**src/rtl/hack_cpu_if.sv**
```systemverilog
// Bus bundle between the Hack CPU core and its instruction ROM / data RAM.
// The master side is the CPU; the slave side is the memory system (or a testbench).
interface hack_cpu_if;
   logic [15:0] instruction;
   logic [15:0] inM;
   logic [15:0] outM;
   logic        writeM;
   logic [14:0] addressM;
   logic [14:0] pc;

   modport master (
      input  instruction,
      input  inM,
      output outM,
      output writeM,
      output addressM,
      output pc
   );

   modport slave (
      output instruction,
      output inM,
      input  outM,
      input  writeM,
      input  addressM,
      input  pc
   );
endinterface

```
**src/rtl/hack_cpu.sv**
```systemverilog
// Single-cycle Hack CPU core: A/D/PC registers, C-instruction decode, jump logic.
// ALU16 is the standard Hack ALU; it is computed every cycle, even for A-instructions.
module ALU16 (
   input  logic [15:0] x,
   input  logic [15:0] y,
   input  logic        zx,
   input  logic        nx,
   input  logic        zy,
   input  logic        ny,
   input  logic        f,
   input  logic        no,
   output logic [15:0] out,
   output logic        zr,
   output logic        ng
);
   logic [15:0] x_z, x_n, y_z, y_n, f_out;

   always_comb begin
      x_z   = zx ? 16'h0000 : x;
      x_n   = nx ? ~x_z : x_z;
      y_z   = zy ? 16'h0000 : y;
      y_n   = ny ? ~y_z : y_z;
      f_out = f ? (x_n + y_n) : (x_n & y_n);
      out   = no ? ~f_out : f_out;
      zr    = (out == 16'h0000);
      ng    = out[15];
   end
endmodule

module hack_cpu (
   input  logic            clk,
   input  logic            reset,
   hack_cpu_if.master      bus
);
   logic [15:0] a_q, a_d;
   logic [15:0] d_q, d_d;
   logic [14:0] pc_q, pc_d;

   logic        is_c;
   logic        sel_m;
   logic        d1, d2, d3;
   logic        j1, j2, j3;
   logic        jump;
   logic [15:0] alu_y;
   logic [15:0] alu_out;
   logic        alu_zr;
   logic        alu_ng;

   assign is_c  = bus.instruction[15];
   assign sel_m = bus.instruction[12];
   assign d1    = bus.instruction[5];
   assign d2    = bus.instruction[4];
   assign d3    = bus.instruction[3];
   assign j1    = bus.instruction[2];
   assign j2    = bus.instruction[1];
   assign j3    = bus.instruction[0];

   assign alu_y = sel_m ? bus.inM : a_q;

   ALU16 u_alu (
      .x   (d_q),
      .y   (alu_y),
      .zx  (bus.instruction[11]),
      .nx  (bus.instruction[10]),
      .zy  (bus.instruction[9]),
      .ny  (bus.instruction[8]),
      .f   (bus.instruction[7]),
      .no  (bus.instruction[6]),
      .out (alu_out),
      .zr  (alu_zr),
      .ng  (alu_ng)
   );

   assign jump = is_c & ((j1 & alu_ng) | (j2 & alu_zr) | (j3 & ~alu_ng & ~alu_zr));

   always_comb begin
      a_d  = a_q;
      d_d  = d_q;
      pc_d = pc_q + 15'd1;
      if (!is_c) begin
         a_d = {1'b0, bus.instruction[14:0]};
      end else begin
         if (d1) a_d = alu_out;
         if (d2) d_d = alu_out;
      end
      // Jump target is the A value held before this edge, even when d1 reloads A.
      if (jump) pc_d = a_q[14:0];
   end

   always_ff @(posedge clk) begin
      if (reset) begin
         a_q  <= 16'h0000;
         d_q  <= 16'h0000;
         pc_q <= 15'h0000;
      end else begin
         a_q  <= a_d;
         d_q  <= d_d;
         pc_q <= pc_d;
      end
   end

   assign bus.outM     = alu_out;
   assign bus.writeM   = is_c & d3 & ~reset;
   assign bus.addressM = a_q[14:0];
   assign bus.pc       = pc_q;
endmodule

```
**src/flat_wrapper.sv**
```systemverilog
// flat-port wrapper written by rule: the top's interface ports become plain ports
module hack_cpu_flat 
  (clk, reset, bus_instruction, bus_inM, bus_outM, bus_writeM, bus_addressM, bus_pc);
  hack_cpu_if bus_i ();
  input  logic clk;
  input  logic reset;
  input wire logic [$bits(bus_i.instruction)-1:0] bus_instruction;
  input wire logic [$bits(bus_i.inM)-1:0] bus_inM;
  output wire logic [$bits(bus_i.outM)-1:0] bus_outM;
  output wire logic [$bits(bus_i.writeM)-1:0] bus_writeM;
  output wire logic [$bits(bus_i.addressM)-1:0] bus_addressM;
  output wire logic [$bits(bus_i.pc)-1:0] bus_pc;
  assign bus_i.instruction = bus_instruction;
  assign bus_i.inM = bus_inM;
  assign bus_outM = bus_i.outM;
  assign bus_writeM = bus_i.writeM;
  assign bus_addressM = bus_i.addressM;
  assign bus_pc = bus_i.pc;
  hack_cpu u_core (.clk(clk), .reset(reset), .bus(bus_i));
endmodule
```
**config.mk**
```make
export PLATFORM = sky130hd
export DESIGN_NAME = hack_cpu_flat
export DESIGN_NICKNAME = d
export VERILOG_FILES = /design/src/rtl/hack_cpu_if.sv /design/src/rtl/hack_cpu.sv /design/src/flat_wrapper.sv
export SDC_FILE = /design/constraint.sdc
export NUM_CORES = 1
export LEC_CHECK = 0
export ABC_AREA = 1
export BUFFER_PORTS_ARGS = -buffer_cell sky130_fd_sc_hd__buf_2
export CELL_PAD_IN_SITES_DETAIL_PLACEMENT = 1
export CELL_PAD_IN_SITES_GLOBAL_PLACEMENT = 1
export CORE_ASPECT_RATIO = 1.75
export CORE_MARGIN = 10
export CORE_UTILIZATION = 39
export CTS_CLUSTER_DIAMETER = 40
export DETAILED_ROUTE_END_ITERATION = 7
export PLACE_DENSITY = 0.89
export SKIP_CTS_REPAIR_TIMING = 1
export SYNTH_ARGS = -nofsm -noshare
export SYNTH_HDL_FRONTEND = slang
export SYNTH_HIERARCHICAL = 1
export SYNTH_SLANG_ARGS = --single-unit
export TNS_END_PERCENT = 10
```
**constraint.sdc**
```tcl
create_clock -name clk -period 5.2 [get_ports clk]
set_input_delay 1.04 -clock clk [delete_from_list [all_inputs] [get_ports clk]]
set_output_delay 1.04 -clock clk [all_outputs]
set_load 0.02 [all_outputs]
```
# Yosys cells after proc, flatten, opt, wreduce, memory -nomap -nowiden
# Index checks and enable logic that the tools add are counted.
[classes] n_lt_le_gt_ge=0 mul=0 n_shift=0 n_addsub=2 n_mux=10 reduce_logical=3 n_bitwise=17 n_eq_ne=1 div_mod_pow=0
[op_table] op="two-way mux 16 bit" count=7
[op_table] op="inverter 16 bit" count=3
[op_table] op="two-way mux 15 bit" count=3
[op_table] op="adder 16 bit" count=1
[op_table] op="bitwise AND 16 bit" count=1
[op_table] op="zero test 16 bit" count=1
[op_table] op="adder 15 x 1 -> 15 bit, second input constant" count=1
[op_table] op="bitwise AND 1 bit" count=7
[op_table] op="inverter 1 bit" count=4
[op_table] op="inequality test 2 bit, second input constant" count=1
[op_table] op="OR 1 bit" count=2
[op_table] op="AND reduction 2 bit" count=1
[op_table] op="OR reduction 2 bit" count=1
[word_totals] ram_bits=0 rom_bits=0 regBits=47 memories=0 latch_bits=0 word_cells=37 in_bits=34 out_inout_bits=47

# Longest topological paths before layout
[depth] depth_word=14 mapped_depth=32 mapped_depth_nobuf=30

# By module
# The synthesis kept the hierarchy.
[by_module_without_submodules] mod="hack_cpu" cells_each=399 seq_area_each_um2=940.9 area_each_um2=2591.2 instances=1
[by_module_without_submodules] mod="ALU16" cells_each=419 seq_area_each_um2=0.0 area_each_um2=2089.5 instances=1

# Worst setup path after synthesis
# No wires, ideal clock.
[synth_timing] path_type="in2out" startpoint="input port bus_instruction[12]" endpoint="output port bus_outM[10]" path_stages=20 n_path_buf=2 t_arrival_ps=3335 slack_ps=825 t_required_ps=4160 cell_sequence="clkbuf_1 -> clkbuf_1 -> nand2_1 -> o21ai_0 -> nand2_1 -> xor2_1 -> inv_1 -> ha_1 -> fa_1 -> nand3_1 -> nand3_2 -> nand2_1 -> nand2_2 -> nand2_1 -> nand2_1 -> nand2_1 -> nand3_1 -> nand2_1 -> nand2_1 -> nand2_1"
[synth_between] elab_chain_cells=8 elab_cells_between_ends=9 classes_between="1 x add/sub; 5 x mux; 3 x bitwise"
[synth_lines] element="start: declaration" line="flat_wrapper.sv:7" source="input wire logic [$bits(bus_i.instruction)-1:0] bus_instruction;"
[synth_lines] element="two-way mux 16 bit *" line="hack_cpu.sv:58" source="assign alu_y = sel_m ? bus.inM : a_q;"
[synth_lines] element="net u_core.alu_y[0]" line="hack_cpu.sv:44" source="logic [15:0] alu_y;"
[synth_lines] element="two-way mux 16 bit *" line="hack_cpu.sv:21" source="y_z = zy ? 16'h0000 : y;"
[synth_lines] element="inverter 16 bit" line="hack_cpu.sv:22" source="y_n = ny ? ~y_z : y_z;"
[synth_lines] element="two-way mux 16 bit *" line="hack_cpu.sv:22"
[synth_lines] element="adder 16 bit *" line="hack_cpu.sv:23" source="f_out = f ? (x_n + y_n) : (x_n & y_n);"
[synth_lines] element="two-way mux 16 bit *" line="hack_cpu.sv:23"
[synth_lines] element="inverter 16 bit" line="hack_cpu.sv:24" source="out = no ? ~f_out : f_out;"
[synth_lines] element="two-way mux 16 bit *" line="hack_cpu.sv:24"
[synth_lines] element="end: declaration" line="flat_wrapper.sv:9" source="output wire logic [$bits(bus_i.outM)-1:0] bus_outM;"
# Mark *: on every way through the listed nets, which the timed path passes. The rest lies on a longest branch.

# Worst setup path in the final report
[layout_timing] startpoint="input port bus_instruction[12]" endpoint="output port bus_outM[15]"
# The elaborated chain is that of the path after synthesis.

==> summary.txt <==
Status
  • Status: finished, final reports clean

Place
  • Dpl hpwl: 13,700 um
  • I/O Buffers: 80
  • Worst slack at placement: between 200 and 250 ps
  • GPL Wtd Cong: between 0.9 and 1

STA
  • Final number of setup-violating endpoints: 0
  • Setup TNS: 0 ps
  • Fin. max-slew vios: 0
  • Setup ws final: roughly 370 ps
  • Skew final: 5.69 ps
  • FMAX: 207 MHz
  • Rel. slew slack: between 50% and 60%
  • Final Hold Viols: 0
  • Period utilization: between 90% and 100%
  • RSZ-0062 raised after global routing: no
  • Minimum clock period: between 4000 and 5000 ps
  • Worst slew pin tran: 710 ps

Route
  • ANT nets after route: 0
  • Vias: approximately 5,200
  • DRC viols: 0
  • M1 WL: between 6000 and 7000 um
  • First-pass iteration count of the detailed router: 4
  • Post-Route WL: 16,900 um
  • Uppermost layer routed: met4
  • Met2 wire length: ~9600 um
  • WL per Instance: ~17 um
  • Routed length on met3: between 500 and 600 um
  • First DRT Iteration DRCs: around 180
  • DR vias/cell: ~5.2

Pwr
  • PwrDens: 287 nW/um^2
  • Leakage: 2.98 nW
  • Overall power: roughly 1.5 mW
  • Maximum VDD drop: 122 uV

CTS
  • Clock root buffer: clkbuf_16
  • Total CTS buffers: 5
  • Clock sink count: 47
  • Worst skew pair latency: approximately 300 ps
  • CTS Buffer Depth: 2
  • TritonCTS clock tree: done
  • Clk pin slew, worst setup/hold paths: about 70 ps
  • # H-tree levels: 2

Layout
  • Final core occ: between 40 and 50%
  • Final nets: 923
  • Most common cell after layout, fill and taps aside: nand2_1
  • Layout area overhead: 11.4%
  • N_diodes: 0
  • Layout cells sized above 1: approximately 14%
  • Most frequent cells in the layout: nand2_1 (266), inv_1 (141), nand3_1 (83)

Die
  • Std-Cell Rows: 52
  • Core region area: 11,600 sq um
  • Ports: a little over 80
  • Die ar.: approximately 17,000 sq um
  • Die height: around 160 um
  • Initial Util: between 40% and 50%
  • Die width: roughly 100 um

Worst setup path
  • Crit path DAT: around 3800 ps
  • CP max-delay cell: ha_1
  • Startpoint types: input pin
  • Cell Chain, Critical Path: buf_2 -> inv_1 -> nand2_1 -> nand2_1 -> nand2_1 -> xor2_1 -> inv_1 -> ha_1 -> nand2_1 -> inv_1 -> a21oi_1 -> nand2_1 -> nand2_1 -> nand2_1 -> nand2_1 -> nand3_2 -> nand2_1 -> nand2_1 -> nand2_2 -> buf_2
  • Most used cell, CP: nand2_1
  • Delay of the slowest critical-path stage: 330 ps
  • Worst path top cell family by delay: simple AND/OR/NAND/NOR gates
  • CP Max Fanout: 22
  • Crit path kind: input pin to output pin
  • Worst setup EP type: output pin
  • WP data required: approximately 4200 ps
  • Bufs and invs on worst path: 5

Global route
  • GRT Resource Usage Total: between 10% and 20%
  • Vias in the first global route: 5,485
  • Global-route wire length before repair: between 20,000 and 30,000 um
  • Initial antenna violation count: 0
  • GR Overflow Total: 0
  • Largest net degree at the start of global routing: 46

Job
  • Max Cap Viol: 0

Logic synthesis
  • Cells after Synth: around 800
  • Synth Net Count: 870
  • Synth cell types: 33
  • Sequential share of the synthesized area: 20.1%
  • EDFF count, synth: 0
  • Syn Area/Cell: 5.72 sq um
  • Mapped Area: 4680 sq um
  • Number of synthesized register bits: 47
  • Cell taking the most area after synthesis: nand2_1
  • Area share of the largest cell type after synthesis: approximately a fifth
  • Ys Warns: 6
  • Top_reg_cell synth: dfxtp_1
  • Synth top area cells: nand2_1 (21%), dfxtp_1 (20%), inv_1 (11%)
  • Post-synth ARST share: 0%

Worst hold path
  • Hold crit path type: flip-flop to flip-flop
## stage by stage
step	hold slack (ps)	instances	cell area, sq um
2_1_floorplan	437	818	4680
3_3_place_gp	457	999	5030
3_5_place_dp	466	999	5030
4_1_cts	477	1007	5210
5_1_grt	500	1007	5210
6_report	481	1007	5210
## metal layers
layer  vias to the layer above  global-route usage (%)
li1                       2584                       -
met1                      2487                    19.1
met2                       112                    40.3
met3                        40                    1.46
met4                         0                    9.28
met5                         -                       0
## final cells by class
cell class                 count  area [sq um]
fill                        1702          6430
clock inverter                 2          38.8
timing repair buffer          88           460
multi-input combinational    584          2920
clock buffer                   6           139
inverter                     145           544
sequential                    47           941
tap                          135           169
## report_power, final
part | leakage (nW) | total (mW) | internal, mW | switching (mW)
Combinational | 2.51 | 0.673 | 0.215 | 0.458
Sequential | 0.388 | 0.427 | 0.394 | 0.0328
Clock | 0.0875 | 0.394 | 0.242 | 0.152
Total | 2.98 | 1.49 | 0.851 | 0.643
## path summary, 6_finish.rpt
kind / startpoint / cells past startpoint / to / slack, ps
worst max-delay path: bus_instruction[12] / 20 / bus_outM[15] / 370
worst min-delay path: u_core/a_q[15]$_SDFFE_PP0P_ / 2 / u_core/a_q[15]$_SDFFE_PP0P_ / 480
worst max register to register: u_core/a_q[0]$_SDFFE_PP0P_ / 25 / u_core/bus.pc[8]$_SDFF_PP0_ / 1200
worst min register to register: u_core/a_q[15]$_SDFFE_PP0P_ / 2 / u_core/a_q[15]$_SDFFE_PP0P_ / 480
## logic make-up (layout without fill, tap and decap cells)
group | after synthesis | count (layout) | share of synthesized area (%)
and+or+nand+nor | 458 | 458 | 42.2
buffers and inverters | 187 | 241 | 17.5
AOI/OAI and AO/OA | 68 | 68 | 7.38
DFF | 47 | 47 | 20.1
xor gates and xnor gates | 40 | 40 | 7.81
adders and majority gates | 18 | 18 | 4.97
## cell usage after synthesis (2+ instances only)
master and instances:
a21oi_1 17, dfxtp_1 47, clkinv_1 3, clkbuf_8 3
o21ai_0 48, nor2_2 5, ha_1 17, nor2_4 4
nand3_1 83, xnor2_2 2, nor2_1 68, o22ai_1 2
nand4_1 11, nand2_1 266, xor2_1 35, clkbuf_4 2
buf_4 18, inv_1 141, xnor2_1 3, nand2_2 9
nand3_2 6, buf_2 4, clkbuf_1 14
## sequential cells by signal (all words and copies together), names as in the netlist
register,count
u_core/a_q,16
u_core/bus.pc,15
u_core/d_q,16
## worst reg2reg max path, stage by stage (launching register included)
cell	delay (ps)
dfxtp_1	340
inv_1	60
o21ai_0	150
nand2_1	90
xor2_1	150
inv_1	60
ha_1	270
fa_1	520
nand2_1	50
nand2_1	100
xor2_1	210
nand2_1	80
nor2_1	110
nand3_1	100
nor2_1	120
nand3_1	110
nor2_1	190
nand2_1	80
nor2_1	200
inv_1	70
nand3_1	90
nand3_2	150
nand2_4	200
inv_1	180
nor2_1	150
nor2_1	50
Power figures use the tool's default switching activity.
